### config.mk
export PLATFORM = sky130hd
export DESIGN_NAME = sync_fifo_flags
export DESIGN_NICKNAME = d
export VERILOG_FILES = /design/src/rtl/fifo_pkg.sv /design/src/rtl/fifo_ram.sv /design/src/rtl/sync_fifo_flags.sv
export SDC_FILE = /design/constraint.sdc
export NUM_CORES = 1
export LEC_CHECK = 0
export ABC_AREA = 1
export CORE_UTILIZATION = 46
export CTS_BUF_LIST = sky130_fd_sc_hd__clkbuf_2 sky130_fd_sc_hd__clkbuf_4 sky130_fd_sc_hd__clkbuf_8
export DETAILED_ROUTE_END_ITERATION = 10
export PLACE_DENSITY = 0.59
export SETUP_SLACK_MARGIN = 0.02
export SKIP_CTS_REPAIR_TIMING = 1
export SYNTH_ARGS = -nofsm -noshare
export SYNTH_HDL_FRONTEND = slang
export SYNTH_SLANG_ARGS = --single-unit
### constraint.sdc
create_clock -name clk -period 2.82 [get_ports clk]
set_input_delay 0.564 -clock clk [delete_from_list [all_inputs] [get_ports clk]]
set_output_delay 0.564 -clock clk [all_outputs]
set_load 0.01 [all_outputs]
### src/rtl/fifo_pkg.sv
// Shared constants and helpers for the flagged synchronous FIFO family.
package fifo_pkg;

  localparam int FIFO_MODE_STD  = 0;
  localparam int FIFO_MODE_FWFT = 1;

  function automatic int clog2(input int v);
    int r;
    r = 0;
    for (int i = 0; i < 32; i++)
      if ((1 << r) < v) r++;
    return r;
  endfunction

  // Count must hold 0..DEPTH inclusive, hence one bit beyond the address.
  function automatic int cnt_width(input int addr_width);
    return addr_width + 1;
  endfunction

endpackage

### src/rtl/fifo_ram.sv
// Simple dual-port storage: synchronous write, asynchronous read (distributed RAM).
module fifo_ram
  import fifo_pkg::*;
#(
  parameter int WIDTH = 8,
  parameter int DEPTH = 16,
  localparam int AW   = clog2(DEPTH)
) (
  input  logic             clk,
  input  logic             we_i,
  input  logic [AW-1:0]    waddr_i,
  input  logic [WIDTH-1:0] wdata_i,
  input  logic [AW-1:0]    raddr_i,
  output logic [WIDTH-1:0] rdata_o
);

  logic [WIDTH-1:0] mem_q [DEPTH];

  always_ff @(posedge clk)
    if (we_i) mem_q[waddr_i] <= wdata_i;

  assign rdata_o = mem_q[raddr_i];

endmodule

### src/rtl/sync_fifo_flags.sv
// Single-clock FIFO with fill count, programmable almost flags, error pulses
// and a selectable registered or first-word-fall-through read port.
module sync_fifo_flags
  import fifo_pkg::*;
#(
  parameter int WIDTH        = 8,
  parameter int ADDR_WIDTH   = 4,
  parameter int AFULL_LEVEL  = 14,
  parameter int AEMPTY_LEVEL = 2,
  parameter int FWFT         = 0
) (
  input  logic                  clk,
  input  logic                  rst,
  input  logic [WIDTH-1:0]      data_in,
  input  logic                  write_enable,
  input  logic                  read_enable,
  output logic [WIDTH-1:0]      data_out,
  output logic                  full,
  output logic                  empty,
  output logic                  almost_full,
  output logic                  almost_empty,
  output logic [ADDR_WIDTH:0]   count,
  output logic                  overflow,
  output logic                  underflow
);

  localparam int DEPTH = 1 << ADDR_WIDTH;
  localparam int CW    = cnt_width(ADDR_WIDTH);

  logic [ADDR_WIDTH:0] wr_ptr_q, wr_ptr_d, rd_ptr_q, rd_ptr_d;
  logic [CW-1:0]       count_q, count_d;
  logic                ovf_q, ovf_d, udf_q, udf_d;
  logic                wr_acc, rd_acc;
  logic [WIDTH-1:0]    rdata;

  // Pointer MSB is the wrap bit: same low bits with differing MSBs means full.
  assign full  = (wr_ptr_q[ADDR_WIDTH] != rd_ptr_q[ADDR_WIDTH]) &&
                 (wr_ptr_q[ADDR_WIDTH-1:0] == rd_ptr_q[ADDR_WIDTH-1:0]);
  assign empty = (wr_ptr_q == rd_ptr_q);

  assign almost_full  = (count_q >= CW'(AFULL_LEVEL));
  assign almost_empty = (count_q <= CW'(AEMPTY_LEVEL));
  assign count        = count_q;
  assign overflow     = ovf_q;
  assign underflow    = udf_q;

  assign wr_acc = write_enable & ~full;
  assign rd_acc = read_enable & ~empty;

  always_comb begin
    wr_ptr_d = wr_ptr_q;
    rd_ptr_d = rd_ptr_q;
    if (wr_acc) wr_ptr_d = wr_ptr_q + (ADDR_WIDTH+1)'(1);
    if (rd_acc) rd_ptr_d = rd_ptr_q + (ADDR_WIDTH+1)'(1);
    count_d = count_q + CW'(wr_acc) - CW'(rd_acc);
    ovf_d   = write_enable & full;
    udf_d   = read_enable & empty;
  end

  always_ff @(posedge clk or posedge rst) begin
    if (rst) begin
      wr_ptr_q <= '0;
      rd_ptr_q <= '0;
      count_q  <= '0;
      ovf_q    <= 1'b0;
      udf_q    <= 1'b0;
    end else begin
      wr_ptr_q <= wr_ptr_d;
      rd_ptr_q <= rd_ptr_d;
      count_q  <= count_d;
      ovf_q    <= ovf_d;
      udf_q    <= udf_d;
    end
  end

  fifo_ram #(.WIDTH(WIDTH), .DEPTH(DEPTH)) u_ram (
    .clk     (clk),
    .we_i    (wr_acc),
    .waddr_i (wr_ptr_q[ADDR_WIDTH-1:0]),
    .wdata_i (data_in),
    .raddr_i (rd_ptr_q[ADDR_WIDTH-1:0]),
    .rdata_o (rdata)
  );

  generate
    if (FWFT == FIFO_MODE_STD) begin : g_std
      logic [WIDTH-1:0] dout_q;
      always_ff @(posedge clk or posedge rst) begin
        if (rst)         dout_q <= '0;
        else if (rd_acc) dout_q <= rdata;
      end
      assign data_out = dout_q;
    end else if (FWFT == FIFO_MODE_FWFT) begin : g_fwft
      // Head word is visible whenever the FIFO holds data; undefined while empty.
      assign data_out = rdata;
    end
  endgenerate

endmodule

# Word-level counts from Yosys, hierarchy flattened
# Memory sizes are Yosys's and may differ from the RTL's. A register that Yosys moved wholly into a read port is not among the register bits.
# Index checks and enable logic that the tools add are counted.
# totals
ff_bits	17
ram_bits	128
inputBits	12
output_inout_bits	19
elab_cells	24
n_memories	1
# memory_table
memory	depth	width	rd	rd_clocked_by_memory_dff	write_ports	line	source
u_ram.mem_q	16	8	1	1	1	fifo_ram.sv:17	logic [WIDTH-1:0] mem_q [DEPTH];
# classes
addsub	4
magnitude_cmp	2
n_eq_ne	3
n_mux	2
n_bitwise	6
n_reduce_logical	1
# ops
op	n
$add 5x1->5 const B	2
$add 5x1->5	1
$eq 5x5->1	1
$ge 5x4->1 const B	1
$le 5x2->1 const B	1
$sub 5x1->5	1
$and 1x1->1	4
$eq 4x4->1	1
$mux 1	2
$not 1->1	2
$logic_and 1x1->1	1
$ne 1x1->1	1

# Longest topological paths before layout
# depth
ltp_word	6
mapped_depth	17
depth_no_buf	15

# By module
# A second synthesis with hierarchy kept.
# hier_totals
hier_cells	711
hier_area_um2	7018.0
# by_module_without_submodules
mod	n_inst	cells_each	area_per_inst_um2	seq_area_each_um2
fifo_ram	1	543	5606.6	3843.7
sync_fifo_flags	1	168	1411.4	625.6

# Worst setup path after synthesis
# OpenSTA, ideal clock, no wires.
# synth_path
kind	register to register
start	reg rd_ptr_q[1]
end	reg count_q[4], in the netlist count[4]
setup_ns	0.128
arrival_time_ns	2.447
required_time_ns	2.692
slack_ns	0.245
stages_incl_launch_ff	17
n_path_buf	2
period_less_slack_ns	2.575
cell_sequence	dfrtp_1 > buf_4 > nand2_1 > nand2_1 > a21oi_2 > nand3_2 > nand2_4 > inv_2 > buf_6 > ha_1 > inv_1 > ha_1 > inv_1 > fa_1 > o21ai_0 > a21oi_1 > xor2_1
# synth_via
elab_cells_between_ends	9
cone_classes	add/sub: 2; eq/ne: 2; bitwise: 4; reduce/logical: 1
# synth_rtl
element	line	source
start, declared	sync_fifo_flags.sv:30	logic [ADDR_WIDTH:0] wr_ptr_q, wr_ptr_d, rd_ptr_q, rd_ptr_d;
start signal, assigned	sync_fifo_flags.sv:69	rd_ptr_q <= rd_ptr_d;
$eq 5x5->1	sync_fifo_flags.sv:39	assign empty = (wr_ptr_q == rd_ptr_q);
$not 1->1	sync_fifo_flags.sv:48	assign rd_acc = read_enable & ~empty;
$and 1x1->1	sync_fifo_flags.sv:48	
named net rd_acc	sync_fifo_flags.sv:33	logic wr_acc, rd_acc;
$sub 5x1->5	sync_fifo_flags.sv:55	count_d = count_q + CW'(wr_acc) - CW'(rd_acc);
named net count_d[4]	sync_fifo_flags.sv:31	logic [CW-1:0] count_q, count_d;
end signal, assigned	sync_fifo_flags.sv:70	count_q <= count_d;
end, declared	sync_fifo_flags.sv:31	
# The timed path passes the listed nets, and every way through them passes these cells.
# A chain may end at the register's enable or synchronous reset.

# Worst setup path after layout
# layout_path
start	reg wr_ptr_q[0]
end	out empty
# layout_via
elab_chain_len	1
# layout_rtl
element	line	source
start, declared	sync_fifo_flags.sv:30	
start signal, assigned	sync_fifo_flags.sv:68	wr_ptr_q <= wr_ptr_d;
$eq 5x5->1	sync_fifo_flags.sv:39	
end, declared	sync_fifo_flags.sv:19	output logic empty,
# Every way passes these cells.

==> results.md <==
* GRT Total Usage at 21.2%
* Count of cell types in the netlist at 28
* Drt total wl at 15.6 mm
* # DRC at 0
* Yosys warns at 0
* Total grt overflow at 0
* # setup viols final at 0
* Initial Util at 47.9%
* Worst setup path start: wr_ptr_q[0]
* Sequential element share of the synthesized area at 63.2%
* Hold slack final at 0.416 ns
* Num Clock Sinks at 153
* Leading area contributor after synthesis: edfxtp_1
* CP required at 2.26 ns
* Worst hold path class: in2async
* Max rail drop VDD at 0.517 mV
* Critical Path Sink Type: primary output
* Ant diodes at 0
* Top-area cell type share of the netlist area at 54.4%
* Net count, final at 808
* Worst slew pin tran at 0.799 ns
* Worst setup margin at 0.210 ns
* Slew Limit Fails at 0
* Area Growth Syn to Fin at 13.5%
* Critical R2R Launch: wr_ptr_q[0]
* Internal at 4.61 mW
* Cell count after placement at 945
* Fin area at 0.00802 mm2
* Post-Synth Simple-Gate Area at 21.4%
* Vias at 4,765
* CP max FO at 6
* Placer Congestion at 0.814
* Clock Latency Late Sink at 0.46 ns
* Crit start category: flip-flop
* Num ports at 31
* Mapped Nets at 758
* Area share of fa/ha/maj cells after synthesis at 2.94%
* Mapped Area at 0.00707 mm2
* Sw Ratio at 38.4%
* Layout cells sized above 1 at 8.58%
* Fin cells at 977
* Die Span X at 126 um
* Mapped Avg Cell Area at 9.68 um2
* Routed Antenna Nets at 0
* Status: finished clean
* Kind of critical path: reg2out
* Cell count after synthesis at 730
* Area contributors post-synth: edfxtp_1, nand2_1, dfrtp_1
* R2R Setup Slk at 0.27 ns
* Clock transition at path regs at 0.08 ns
* Clock share of power at 21.0%
* Crit path time final at 2.61 ns
* Avg Vias per Cell at 4.88
* Largest family of logic cells by synthesized area: simple AND/OR/NAND/NOR gates
* Reg-to-reg critical path endpoint: count[4]
* Placement Cell Area at 0.00765 mm2
* First-pass GRT wire length at 24.6 mm
* Max H-tree Level at 4
* Period utilization at 92.6%
* Most common cell after layout, fill and taps aside: nand2_1
* Setup TNS Final at 0 ns
* Total of max-cap violations at 0
* DR WL/cell at 16.0 um
* Worst slack, placed at 0.171 ns
* Comb power frac at 39.1%
* Slew margin rel. at 46.6%
* Maximum clock rate at 0.383 GHz
* CTS tree: done
* Die Y at 126 um
* RSZ-0062 raised after global routing: no
* Xor/xnor share of the synthesized area at 1.49%
* Most frequent cells in the layout: nand2_1, inv_1, edfxtp_1
* Seq pwr share at 39.9%
* Clock Skews at 0.0126 ns
* Critical path data arrival time at 2.05 ns
* Mux share of post-synthesis cell area at 0%
* #FFs+latches synth at 153
* Core area at 0.0148 mm2
* Dpl hpwl at 10.0 mm
* Rows at 44
* Largest net degree at the start of global routing at 66
* Initial DRC count at 333
* Leak at 3.69 nW
* Total net switching power at 2.88 mW
* Number of global-route vias before repair at 4,620
* R2R cell count at 14
* CTS buffer count at 17
* Final hold vios at 0
* Initial antenna violation count at 0
* Clock root buffer: clkbuf_8
* Drt first pass iters at 5
* P per Cell Area at 933 mW/mm2
* Clock buffer depth at 2
* Die area at 0.0159 mm2
* I/O Buffers at 30
* Synth Area in Compound Gates at 0.726%
## power by group through the flow
stage,registers [mW],logic (mW),clock network [mW]
6_report,2.99,2.92,1.57
5_1_grt,3.03,3.29,1.68
4_1_cts,2.99,2.95,1.60
3_5_place_dp,3.04,2.94,0
3_3_place_gp,3.01,2.91,0
2_1_floorplan,3.04,1.93,0
## layout make-up
type | instances | area [um2]
clock buffer | 17 | 234
clock inverter | 15 | 134
tap | 184 | 230
multi-input combinational | 400 | 1880
sequential | 153 | 4470
fill | 1325 | 6730
inverter | 150 | 566
timing repair buffer | 58 | 510
## flip-flops by register name, summed over array words and instances, names as in the netlist
register	cells
rd_ptr_q	5
data_out	8
underflow	1
u_ram.mem_q	128
count	5
wr_ptr_q	5
overflow	1
## metal layers
metal / vias to the layer above / GRT usage [%] / share of wire, %
met5: - / 0 / 0
li1: 2377 / - / -
met1: 2242 / 29.6 / 46
met4: 0 / 7.09 / 1.6
met3: 22 / 4.84 / 5.9
met2: 124 / 32.9 / 46
## synth_stat cells (all sizes together)
library cell  number
o21a               1
nor2               6
fa                 1
edfxtp           128
xnor2              5
dfrtp             25
clkbuf             6
a21oi              4
buf               21
nand2            256
xor2               7
nand3             85
nand3b             1
clkinv             2
ha                15
nor3              15
inv              148
o21ai              4
## cell families (layout without fill, tap and decap cells)
| logic type | count (synthesis) | after routing |
|---|---|---|
| AO/OA/AOI/OAI | 9 | 9 |
| XOR/XNOR | 12 | 12 |
| adder cells (fa/ha/maj) | 16 | 16 |
| buffers and inverters | 177 | 240 |
| flip-flops | 153 | 153 |
| AND/OR/NAND/NOR | 363 | 363 |
## worst max-delay path by stage
stage	to	cells past startpoint	slack, ns
2_1_floorplan	count[4]	16	0.25
3_3_place_gp	count[4]	11	0.19
3_5_place_dp	count[4]	11	0.17
4_1_cts	empty	6	0.15
5_1_grt	count[4]	14	0.05
6_report	empty	6	0.21
## critical path: stages, from the launching register on
cell             delay [ns]
dfrtp_2                0.46
inv_2                  0.10
nand2_1                0.07
a21oi_2                0.20
nand3_2                0.15
inv_1                  0.08
clkdlybuf4s50_1        0.53
## per-stage QoR
| step | utilization, % | total power [mW] |
|---|---|---|
| global placement | 51.9 | 5.92 |
| global route | 54.4 | 8.00 |
| floorplan | - | 4.97 |
| detailed placement | 51.9 | 5.98 |
| finish | 54.4 | 7.48 |
| CTS | 54.4 | 7.54 |
Power figures use the tool's default switching activity.
